`src/rtl/rr_arb_mux.sv`:
```
// rr_arb_mux: registered N-channel arbitrating multiplexer.
//
// Picks one of NUM_CH valid/ready source channels per cycle. MODE=0 is
// round-robin: the search starts at a rotating pointer. MODE=1 is fixed
// priority: the lowest index wins. The winner's data is captured into an
// output register that is offered downstream with a valid/ready handshake.
//
// Ports:
//   clk        rising-edge system clock
//   rst        asynchronous, active-high reset
//   in_valid   per-channel request valid               [NUM_CH]
//   in_data    packed channel data, ch i at [i*WIDTH +: WIDTH]
//   in_ready   per-channel accept, one-hot or zero     [NUM_CH]
//   out_valid  output register holds a transfer
//   out_data   registered data of the granted channel  [WIDTH]
//   out_ch     index of the channel that produced out_data [CH_W]
//   out_ready  downstream accepts the output this cycle
module rr_arb_mux #(
    parameter int WIDTH  = 32,
    parameter int NUM_CH = 4,
    parameter int MODE   = 0,
    localparam int CH_W  = (NUM_CH > 1) ? $clog2(NUM_CH) : 1
) (
    input  logic                    clk,
    input  logic                    rst,
    input  logic [NUM_CH-1:0]       in_valid,
    input  logic [NUM_CH*WIDTH-1:0] in_data,
    output logic [NUM_CH-1:0]       in_ready,
    output logic                    out_valid,
    output logic [WIDTH-1:0]        out_data,
    output logic [CH_W-1:0]         out_ch,
    input  logic                    out_ready
);

    logic [CH_W-1:0]   ptr_q;
    logic [CH_W-1:0]   ptr_d;
    logic              out_valid_q;
    logic              out_valid_d;
    logic [WIDTH-1:0]  out_data_q;
    logic [WIDTH-1:0]  out_data_d;
    logic [CH_W-1:0]   out_ch_q;
    logic [CH_W-1:0]   out_ch_d;

    logic              load_s;
    logic              found_s;
    logic [CH_W-1:0]   winner_s;
    logic [WIDTH-1:0]  win_data_s;
    logic [NUM_CH-1:0] in_ready_s;

    // The output register may take a new word when it is empty or being drained.
    assign load_s = !out_valid_q || out_ready;

    // Arbitration: each channel gets a rank equal to its distance from the
    // search start (modulo NUM_CH); the valid channel with the lowest rank wins.
    always_comb begin
        int start;
        int rank;
        int best_rank;
        found_s   = 1'b0;
        winner_s  = '0;
        start     = 0;
        rank      = 0;
        best_rank = NUM_CH;
        if (MODE == 0) begin
            start = int'(ptr_q);
        end else begin
            start = 0;
        end
        for (int i = 0; i < NUM_CH; i++) begin
            rank = i - start;
            if (rank < 0) begin
                rank = rank + NUM_CH;
            end else begin
                rank = rank;
            end
            if (in_valid[i] && (rank < best_rank)) begin
                best_rank = rank;
                winner_s  = CH_W'(i);
                found_s   = 1'b1;
            end else begin
                best_rank = best_rank;
            end
        end
    end

    // Data select and one-hot grant for the winning channel.
    always_comb begin
        win_data_s = '0;
        in_ready_s = '0;
        for (int i = 0; i < NUM_CH; i++) begin
            if (CH_W'(i) == winner_s) begin
                win_data_s    = in_data[i*WIDTH +: WIDTH];
                in_ready_s[i] = load_s && found_s;
            end else begin
                in_ready_s[i] = 1'b0;
            end
        end
    end

    // Next state of the output register and the round-robin pointer.
    always_comb begin
        out_valid_d = out_valid_q;
        out_data_d  = out_data_q;
        out_ch_d    = out_ch_q;
        ptr_d       = ptr_q;
        if (load_s) begin
            if (found_s) begin
                out_valid_d = 1'b1;
                out_data_d  = win_data_s;
                out_ch_d    = winner_s;
                if (MODE != 0) begin
                    ptr_d = '0;
                end else if (int'(winner_s) == (NUM_CH - 1)) begin
                    // Explicit wrap keeps ptr below NUM_CH for non-power-of-two sizes.
                    ptr_d = '0;
                end else begin
                    ptr_d = winner_s + CH_W'(1);
                end
            end else begin
                // Idle: drop valid but keep the last word and channel visible.
                out_valid_d = 1'b0;
            end
        end else begin
            // Stalled downstream: everything holds.
            out_valid_d = out_valid_q;
        end
    end

    // State registers with asynchronous reset.
    always_ff @(posedge clk or posedge rst) begin
        if (rst) begin
            out_valid_q <= 1'b0;
            out_data_q  <= '0;
            out_ch_q    <= '0;
            ptr_q       <= '0;
        end else begin
            out_valid_q <= out_valid_d;
            out_data_q  <= out_data_d;
            out_ch_q    <= out_ch_d;
            ptr_q       <= ptr_d;
        end
    end

    assign in_ready  = in_ready_s;
    assign out_valid = out_valid_q;
    assign out_data  = out_data_q;
    assign out_ch    = out_ch_q;

endmodule

```
`config.mk`:
```
export PLATFORM = sky130hd
export DESIGN_NAME = rr_arb_mux
export DESIGN_NICKNAME = d
export VERILOG_FILES = /design/src/rtl/rr_arb_mux.sv
export SDC_FILE = /design/constraint.sdc
export NUM_CORES = 1
export LEC_CHECK = 0
export CAP_MARGIN = 25
export CORE_MARGIN = 3
export CORE_UTILIZATION = 30
export DETAILED_ROUTE_END_ITERATION = 10
export PLACE_DENSITY_LB_ADDON = 0.3
export RECOVER_POWER = 100
export SYNTH_ARGS = -nofsm -noshare
export SYNTH_HDL_FRONTEND = slang
export SYNTH_SLANG_ARGS = --single-unit
```
`constraint.sdc`:
```
create_clock -name clk -period 4.2 [get_ports clk]
set_input_delay 0.63 -clock clk [delete_from_list [all_inputs] [get_ports clk]]
set_output_delay 0.63 -clock clk [all_outputs]
set_load 0.1 [all_outputs]
```
=== Yosys cells after proc, flatten, opt, wreduce, memory -nomap -nowiden ===
Index checks and enable logic that the tools add are counted.

* Register bits after elaboration: 37
* Logic and storage cells: 58
* Input port bits: 135

* $add $sub $neg: 9
* $lt $le $gt $ge: 8
* Reductions and logical operators: 9
* Mux-type cells: 24
* Equality and inequality tests: 4

{| class="wikitable"
|+ Operator list
! kind !! count
|-
| 2-to-1 mux 32 bit || 11
|-
| < comparator 32 bit || 3
|-
| < comparator 32 x 4 -> 1 bit, second input constant || 1
|-
| adder 3 x 4 -> 5 bit, second input constant || 4
|-
| < comparator 3 x 1 -> 1 bit, second input constant || 4
|-
| 2-to-1 mux 1 bit || 10
|-
| 2-to-1 mux 2 bit || 3
|-
| subtractor 1 x 2 -> 3 bit, first input constant || 2
|-
| subtractor 2 x 2 -> 3 bit, first input constant || 2
|-
| logical AND 1 bit || 5
|-
| equality test 2 bit, first input constant || 2
|-
| adder 2 x 1 -> 2 bit, second input constant || 1
|-
| equality test 1 x 2 -> 1 bit, first input constant || 1
|-
| equality test 2 x 1 -> 1 bit, second input constant || 1
|-
| logical NOT 2 bit || 1
|-
| AND reduction 2 bit || 1
|-
| logical NOT 1 bit || 1
|-
| logical OR 1 bit || 1
|}

=== Longest topological paths before layout ===
Gate-level depths: netlist of run 1.

* Depth after elaboration: 20
* Gate-level depth with buffers: 20
* Mapped depth without buffers: 18

=== Worst setup path after synthesis of run 1 ===
Ideal clock, no wire load.

* Path type: input to output
* Start point: in in_valid[0]
* End point: out in_ready[3]
* Cell stages on the path: 17
* Path slack: -0.209 ns
* Arrival time: 3.779 ns
* Path through: buf_6 mux2i_1 a21oi_1 ha_1 o22ai_1 o21ai_0 nor2_1 a21o_1 ha_1 nor2b_1 nand2_1 a21o_1 nand3_1 ha_1 clkbuf_1 clkbuf_1 and2_4

* Word-level cells in the longest chain between the ends: 13
* Elaborated cells on any way between the ends: 20
* Those cells by class: order compare: 3; eq/ne: 1; mux: 11; reduce/logical: 5

{| class="wikitable"
|+ Ends and longest elaborated chain
! item !! RTL line !! text
|-
| start, declared || 26 || <nowiki>input logic [NUM_CH-1:0] in_valid,</nowiki>
|-
| logical AND 1 bit * || 76 || <nowiki>if (in_valid[i] && (rank < best_rank)) begin</nowiki>
|-
| 2-to-1 mux 32 bit * || 76 ||
|-
| < comparator 32 bit || 76 ||
|-
| logical AND 1 bit || 76 ||
|-
| 2-to-1 mux 32 bit || 76 ||
|-
| < comparator 32 bit || 76 ||
|-
| logical AND 1 bit || 76 ||
|-
| 2-to-1 mux 32 bit || 76 ||
|-
| < comparator 32 bit || 76 ||
|-
| logical AND 1 bit || 76 ||
|-
| 2-to-1 mux 2 bit * || 76 ||
|-
| named net winner_s[0] || 46 || <nowiki>logic [CH_W-1:0] winner_s;</nowiki>
|-
| equality test 2 bit * || 91 || <nowiki>if (CH_W'(i) == winner_s) begin</nowiki>
|-
| 2-to-1 mux 1 bit * || 91 ||
|-
| end, declared || 28 || <nowiki>output logic [NUM_CH-1:0] in_ready,</nowiki>
|}

The timed path passes the listed nets; every way through them passes the cells marked *.

=== Worst setup path after layout of run 1 ===
* Start point: in in_valid[0]
* End point: out in_ready[0]

* Word-level cells in the longest chain between the ends: 13
* Elaborated cells on any way between the ends: 20
* Those cells by class: order compare: 3; mux: 11; reduce/logical: 6

{| class="wikitable"
|+ Ends and longest elaborated chain
! item !! RTL line
|-
| logical AND 1 bit * || 76
|-
| 2-to-1 mux 32 bit || 76
|-
| < comparator 32 bit || 76
|-
| logical AND 1 bit || 76
|-
| 2-to-1 mux 32 bit || 76
|-
| < comparator 32 bit || 76
|-
| logical AND 1 bit || 76
|-
| 2-to-1 mux 32 bit || 76
|-
| < comparator 32 bit || 76
|-
| logical AND 1 bit || 76
|-
| 2-to-1 mux 2 bit or 2-to-1 mux 1 bit (tied branches) || 76
|-
| logical NOT 2 bit or logical AND 1 bit (tied branches) || 91, 93
|-
| 2-to-1 mux 1 bit * || 91
|}

Mark *: on every way between the ends. The rest lies on a longest branch, timed or not.

==> impl_summary.md, run 1 <==
STA
Timing would allow up to 246 MHz. Setup repair after global routing left no endpoint under its margin. The number of failing setup endpoints in the final timing report is 0. The final count of hold timing violations is 0. In this run the tightest slew margin relative to its limit is -36.6%. Across the routed clock network, the largest skew measured is ~0.0065 ns.

The measured slew at the worst slew-check pin is 2.05 ns. After layout, the minimum clock period comes to 4.07 ns. The final max-slew violation count is 38.

The final critical path takes up a little over nine tenths of the cycle. The setup TNS is 0 ns.

Synth
In the synthesized netlist, the number of instances is between 300 and 400. The leading register cell type out of synthesis is dfrtp_1. The synthesized area per cell is 8.31 µm².

The number of enable-type register cells in the synthesized netlist is 0. The post-synth net total is 458. The count of synthesis-stage warnings from yosys is 0. The number of distinct library cell variants in the gate-level netlist after synthesis is 33. The synthesized design contains 37 register bits. The async set or reset register ratio after synthesis is 100%. Sequential elements use about a third of the synthesized area.

The netlist area before placement is 0.00264 mm².

GRT
Entering global routing, the biggest net connects 43 pins. The total overflow left after global routing is 0. The initial antenna violation count came to 0. The global-route wire length before repair is between 10 and 15 mm. The number of global-route vias before repair is 3045. Global routing consumed, over all layers together, roughly 18% of the routing resources.

Place
The total half-perimeter wirelength after legalization and detailed placement is 6.96 mm. At the end of routability-driven placement, the weighted congestion stood at around 0.76. Buffers placed on the I/O ports in this run total 173.

Outcome
The flow ran to the end, but the final reports show violations. The final reports fail on max-capacitance violations, max-slew violations.

Routing
The via count is around 3000. The first TritonRoute pass finished after 4 iterations. The number of violations reported at the end of detailed-routing iteration 0 is 63.

Using the TritonRoute via totals, the vias-per-cell ratio works out to approximately 5.1. Summed over all layers, the routed wires come to 9.15 mm. The mean routed wirelength per cell is 15.4 µm. The detailed-route DRC error count is 0. Once detail routing completed, the nets flagged for antenna violations numbered 0.

Final layout
Of the cells placed in the final design, the portion with a size suffix greater than 1 is 10.2%. The number of fill cells in the layout is 770. At the end of the flow the core is filled with cells to 55.3%. The net total in the final layout is 630.

The layout overhead on the synthesized area is 75.8%. The repair_antennas step left the layout with diodes totalling 0.

Worst hold path
In this run the most critical hold path is launched from out_ch[0]. The depth of the worst hold-timing path is 1. The type of the most critical hold path is reg -> reg. The destination of the worst hold path is out_ch[0].

Floorplan
In this run the standard cell core region covers 0.00838 mm². The number of ports placed on the die boundary is 174. The die covers 0.00994 mm². The cell row count is 33.

The starting density of the core is 31.4%. The overall die height is 99.7 µm. The die is 99.7 µm wide.

Worst setup path
The maximum fanout count along the critical path is 4. The data arrival time at the worst-slack endpoint is 3.44 ns. The worst-case register-to-register setup slack is between 0.3 and 0.4 ns.

The launch point of the critical path is in_valid[0]. The start of the worst register-to-register path is ptr_q[1]. The largest delay contributor family on the critical path is buffers and inverters. The count of buffer and inverter cells on the critical path is 4. The endpoint type of the worst setup path is an output pin.

Walking the worst path, the cells encountered are dlygate4sd2_1 -> mux2i_1 -> a21oi_2 -> ha_4 -> o22ai_2 -> o21ai_2 -> nor2_1 -> a21o_1 -> ha_2 -> buf_4 -> o21ai_1 -> nand2_2 -> and3_4 -> ha_1 -> buf_4 -> and2_4 -> buf_12. The most numerous cell type found on the critical path is buf_4. The cell with the largest stage delay on the worst path is ha_4. The critical path is of the in -> out type. At the worst endpoint, the required time is 3.57 ns. On the worst path, the slowest cell contributes a delay of between 0.2 and 0.3 ns.

The startpoint type of the worst setup path is an input port. The reg-to-reg critical path endpoint is out_data[21]. The path depth of the worst reg2reg path is 18.

CTS
The longest clock path from root to sink contains 2 buffers. CTS placed an instance of clkbuf_8 at the clock tree root. Hold repair after CTS inserted 0 buffers.

The clock network latency to the later pin of the worst-skew pair is 0.28 ns. TritonCTS built the clock tree. Clock tree synthesis inserted a total of 5 buffers.

After clock tree synthesis, the clock-pin slew on the worst setup and hold paths is 0.07 ns. The total clock sinks is 37. The number of H-tree levels is 2.

Flow run
The number of maximum-capacitance constraint violations is 1.
[state kept, by name (all words and copies together) (netlist names)]
register	flops
out_data	32
out_ch	2
ptr_q	2
out_valid	1
[worst reg2reg max path, cell delays in order (launching register included)]
cell      delay [ns]
dfrtp_1         0.48
inv_1           0.13
and4_1          0.20
a21oi_2         0.17
ha_4            0.23
o22ai_2         0.20
o21ai_2         0.10
nor2_1          0.16
a21o_1          0.11
ha_2            0.27
o21ai_1         0.14
nand2_2         0.10
and3_4          0.21
ha_1            0.20
nor2b_1         0.14
clkbuf_2        0.29
a221o_1         0.37
a22oi_1         0.16
a21oi_1         0.10
[through the flow]
| stage | setup slack, ns | cells | hold slack [ns] | area (µm²) |
|---|---|---|---|---|
| after floorplan | 0.00656 | 317 | 0.611 | 2640 |
| after global placement | -0.117 | 586 | 0.487 | 4550 |
| after detailed placement | -0.235 | 586 | 0.490 | 4550 |
| after CTS | 0.223 | 594 | 0.506 | 4690 |
| after global routing | 0.00583 | 594 | 0.527 | 4630 |
| final | 0.133 | 594 | 0.496 | 4630 |
[placed cells by master (no fill, tap or decap), types with 2 or more instances in the layout]
cell             instances
and2_4                   4
ha_1                     3
o32a_1                   2
and3_4                   2
a21o_1                   2
dlygate4sd2_1            2
nor2b_1                  2
a22oi_1                 32
ha_2                     2
clkbuf_1                 3
a21oi_1                 66
o21ai_0                  2
clkbuf_2                 3
clkbuf_8                 6
nor2_1                  34
nand2_1                  5
nand3_1                  2
dlygate4sd3_1           37
a221o_1                 31
dfrtp_1                 37
buf_12                   3
o21ai_2                  2
buf_4                   18
clkdlybuf4s50_1        130
nand2b_1                 3
inv_1                   36
[synth_stat cells, types with 2 or more instances]
library cell	instances	area share (%)
ha_1	6	2.8
nor2_1	34	4.8
o32a_1	2	0.76
nand3_1	2	0.38
clkbuf_1	17	2.4
a22oi_1	32	9.1
and3_1	2	0.47
a21o_1	2	0.57
nand2b_1	3	0.71
buf_2	5	0.95
buf_6	9	3.8
o21ai_0	4	0.76
nand2_1	6	0.85
dfrtp_1	37	35
nor2b_1	3	0.71
inv_1	37	5.3
a21oi_1	67	13
and2_4	4	1.3
a221o_1	31	12
[layer usage]
layer	global-route usage, %	up-vias	part of all wire (%)
met3	4.77	10	8.3
met2	31.8	114	51
met4	3.99	0	1.2
met5	0	-	0
li1	-	1502	-
met1	21.3	1410	39
[what timing repair did]
action,CTS,global route
gates resized for setup,14,2
setup endpoints to repair,4,2
setup buffers,1,0
pin swaps,3,1
[worst max-delay path by stage]
stage	cells after the start	slack [ns]	endpoint
final	17	0.13	in_ready[0]
after global routing	17	0.006	in_ready[0]
after CTS	17	0.22	in_ready[0]
after detailed placement	20	-0.24	out_data[12]
after global placement	19	-0.12	out_data[21]
after floorplan	17	0.007	in_ready[3]
[area by class of cell]
class                   count  area (µm²)  share of cell area, %
clock buffers               7        86.3                   1.86
multi-input cells         212        1430                   30.9
flip-flops and latches     37         926                   20.0
repair buffers            196        1920                   41.4
inverters                  37         139                   3.00
well taps                 105         131                   2.84
[kinds of logic after synthesis]
family	after synthesis	synth area share (%)
xor gates and xnor gates	1	0.332
buffers and inverters	68	12.5
and+or+nand+nor	58	10.5
muxes	1	0.380
DFF	37	35.1
adders and majority gates	6	2.85
AOI/OAI and AO/OA	146	38.3
Power of run 1 is left out: the tool's default activity adds up to more than one toggle a clock period on the data nets, which glitch-free logic cannot reach.
==> run 2, diff against run 1 <==
--- a/config.mk
+++ b/config.mk
@@ -6,8 +6,10 @@
 export NUM_CORES = 1
 export LEC_CHECK = 0
 export CAP_MARGIN = 25
+export CELL_PAD_IN_SITES_DETAIL_PLACEMENT = 0
+export CELL_PAD_IN_SITES_GLOBAL_PLACEMENT = 1
 export CORE_MARGIN = 3
-export CORE_UTILIZATION = 30
+export CORE_UTILIZATION = 22
 export DETAILED_ROUTE_END_ITERATION = 10
 export PLACE_DENSITY_LB_ADDON = 0.3
 export RECOVER_POWER = 100
==> impl_summary.md, run 2 (same netlist as run 1, synthesis figures left out) <==
CTS
The number of H-tree levels came to 2 (unchanged). The total clock sinks came to 37 (unchanged). The clock-pin slew reported for the worst setup and hold paths after clock tree synthesis is 0.06 ns (about the same).

The clock network latency to the later pin of the worst-skew pair is 0.28 ns (about the same). The clock tree from TritonCTS is yes. The number of buffers inserted during clock tree synthesis is 5 (unchanged). The number of hold buffers added after cts was 0 (unchanged). The number of buffers on the longest clock path came to 2 (unchanged). The cell sitting at the root of the clock tree is a clkbuf_16.

STA
The post-route fraction of the period consumed by the critical path is 96.6% (-0.24 points). The post-layout minimum cycle time is 4.06 ns (-0.0102 ns). The measured slew at the worst slew-check pin is 2.07 ns (+0.0259 ns).

The largest clock skew in the final design is 0.00260 ns (-0.00391 ns). The final max-slew violation count is 38 (unchanged). The final count of hold timing violations is 0 (unchanged). The setup TNS is 0 ns (unchanged). The remaining max-slew budget at the tightest pin is -38.3% (-1.7 points). The maximum clock frequency is 247 MHz (+0.25%). The number of failing setup endpoints in the final timing report came to 0 (unchanged).

Floorplan
The area of the core region is 0.0116 mm² (+38%). The die width is 115 µm (+16%). The overall die height is 115 µm (+16%). The number of ports placed on the die boundary is 174 (unchanged). The starting density of the core was 22.8% (-8.7 points). The die footprint is 0.0133 mm² (+34%). The cell row count is 39 (+18%).

Worst setup path
The startpoint type of the worst setup path is an input port. The delay of the slowest critical-path stage was 0.30 ns (+0.02 ns). STA classifies the critical path endpoint as an output pin.

The cell with the largest stage delay on the worst path is ha_4. The data arrival time at the worst-slack endpoint is 3.43 ns (about the same). The largest delay contributor family on the critical path is compound AO/OA/AOI/OAI gates. The launch point of the critical path is in_valid[0]. The count of buffer and inverter cells on the critical path came to 3 (-1).

The required time at the worst-slack endpoint is 3.57 ns (about the same). By startpoint and endpoint, the worst setup path is classified as in -> out. The worst register-to-register path begins at ptr_q[1].

The maximum fanout count along the critical path came to 4 (unchanged). Traced cell by cell, the critical path runs through clkdlybuf4s15_1 -> mux2i_2 -> a21oi_4 -> ha_4 -> o22ai_4 -> o21ai_2 -> nor2_1 -> a21o_1 -> ha_2 -> nor2b_4 -> nand2_1 -> a21o_1 -> and3_4 -> ha_2 -> buf_4 -> and2_4 -> buf_12.

Final layout
The number of flip-flops in the largest register came to 32 (unchanged). In the layout the commonest cells are clkdlybuf4s50_1, a21oi_1, dlygate4sd3_1, dfrtp_1, inv_1. The most common cell after layout, fill and taps aside is clkdlybuf4s50_1. The layout overhead on the synthesized area is 86.3%. The post-route non-filler standard cell count is 638 (+7.4%). The share of final-layout standard cells stronger than drive strength 1 is 12.7% (+2.5 points). The number of diodes is 0 (unchanged). The net total in the final layout was 635 (+0.79%).

GRT
The global-route wire length before repair was 15.5 mm (+6.7%). The initial antenna violation count is 0 (unchanged). The overall track demand over capacity in global routing is 14.7% (-3.2 points). The number of global-route vias before repair is 3088 (+1.4%). The maximum number of pins on one net before global-route repair came to 42 (-2.3%). The remaining global-route overflow is 0 (unchanged).

Place
The count of input and output buffers is 173 (unchanged). The total half-perimeter wirelength after legalization and detailed placement is 7.38 mm (+6.0%). The final RePlAce weighted congestion is 0.783 (+3.0%).

The number of cells in the design after placement is 624 (+6.5%).

Worst hold path
The worst hold path belongs to the class reg -> reg. The launch point of the worst hold path is out_ch[1].

Routing
The detailed-route DRC error count is 0 (unchanged). The via-per-instance ratio was 4.84 (-5.2%). The length of the first detailed-routing pass in iterations is 4 (unchanged). The via count is 3090 (+1.8%). The residual antenna-violating net count after detailed routing came to 0 (unchanged).

The mean routed wirelength per cell is 15.7 µm (+1.7%). The total detailed-routing wirelength is 10.0 mm (+9.2%). The number of violations reported at the end of detailed-routing iteration 0 came to 176 (+180%).

Flow run
The number of maximum-capacitance constraint violations was 1 (unchanged).

Outcome
The final reports fail on max-capacitance violations, max-slew violations. The flow ran to the end, but the final reports show violations.
run 2: changes by cell type in the layout (fill, tap and decap cells not counted), sizes merged:
cell	previous run	this run
bufinv	0	1
clkbuf	12	8
dlygate4sd2	2	1
inv	37	36
buf	22	31
clkdlybuf4s15	0	1
clkinv	0	1
run 2: layout make-up:
class	count	area, µm²
flip-flops and latches	37	927
multi-input cells	212	1480
inverters	37	139
clock inverters	1	30.0
clock buffers	7	143
fillers	1172	6660
well taps	143	179
repair buffers	201	2010
run 2: what timing repair did:
item / in CTS / in global routing
buffers inserted: 5 / 1
pin swaps: 7 / 1
resized for setup: 16 / 7
endpoints found under the setup margin: 35 / 4
run 2: worst register-to-register path, stage by stage, from the launching register on:
cell	delay (ns)
dfrtp_2	0.47
inv_1	0.15
and4_1	0.26
a21oi_4	0.06
ha_4	0.30
o22ai_4	0.08
o21ai_2	0.16
nor2_1	0.07
a21o_1	0.17
ha_2	0.19
nor2b_4	0.13
nand2_1	0.06
a21o_1	0.18
and3_4	0.19
ha_2	0.19
nor2b_2	0.18
buf_12	0.16
a221o_1	0.30
a22oi_1	0.18
a21oi_1	0.10
run 2: per-layer routing:
metal  global-route usage, %  up-vias  part of all wire [%]
li1                        -     1516                     -
met1                    17.9     1445                    40
met2                    25.2      119                    50
met3                    4.70       10                   8.9
met4                    3.44        0                   1.2
met5                       0        -                     0
run 2: path summary, 6_finish.rpt:
check                          endpoint  slack, ns  cells past startpoint
min in group asynchronous   out_data[6]       1.56                      3
setup reg to reg           out_data[24]       0.49                     19
setup / recovery            in_ready[0]       0.14                     17
hold / removal                out_ch[1]       0.50                      1
max in group asynchronous      ptr_q[1]       1.30                      3
hold reg to reg               out_ch[1]       0.50                      1
run 2: per-stage QoR:
| step | instance area, µm² | util (%) | setup slack [ns] | hold WS [ns] |
|---|---|---|---|---|
| final | 4910 | 42.4 | 0.143 | 0.503 |
| after CTS | 4880 | 42.2 | 0.183 | 0.520 |
| after floorplan | 2640 | - | 0.00656 | 0.611 |
| after global placement | 4610 | 39.8 | -0.246 | 0.498 |
| after global routing | 4910 | 42.4 | -0.0258 | 0.523 |
| after detailed placement | 4610 | 39.8 | -0.385 | 0.507 |
Power of run 2 is left out for the same reason.
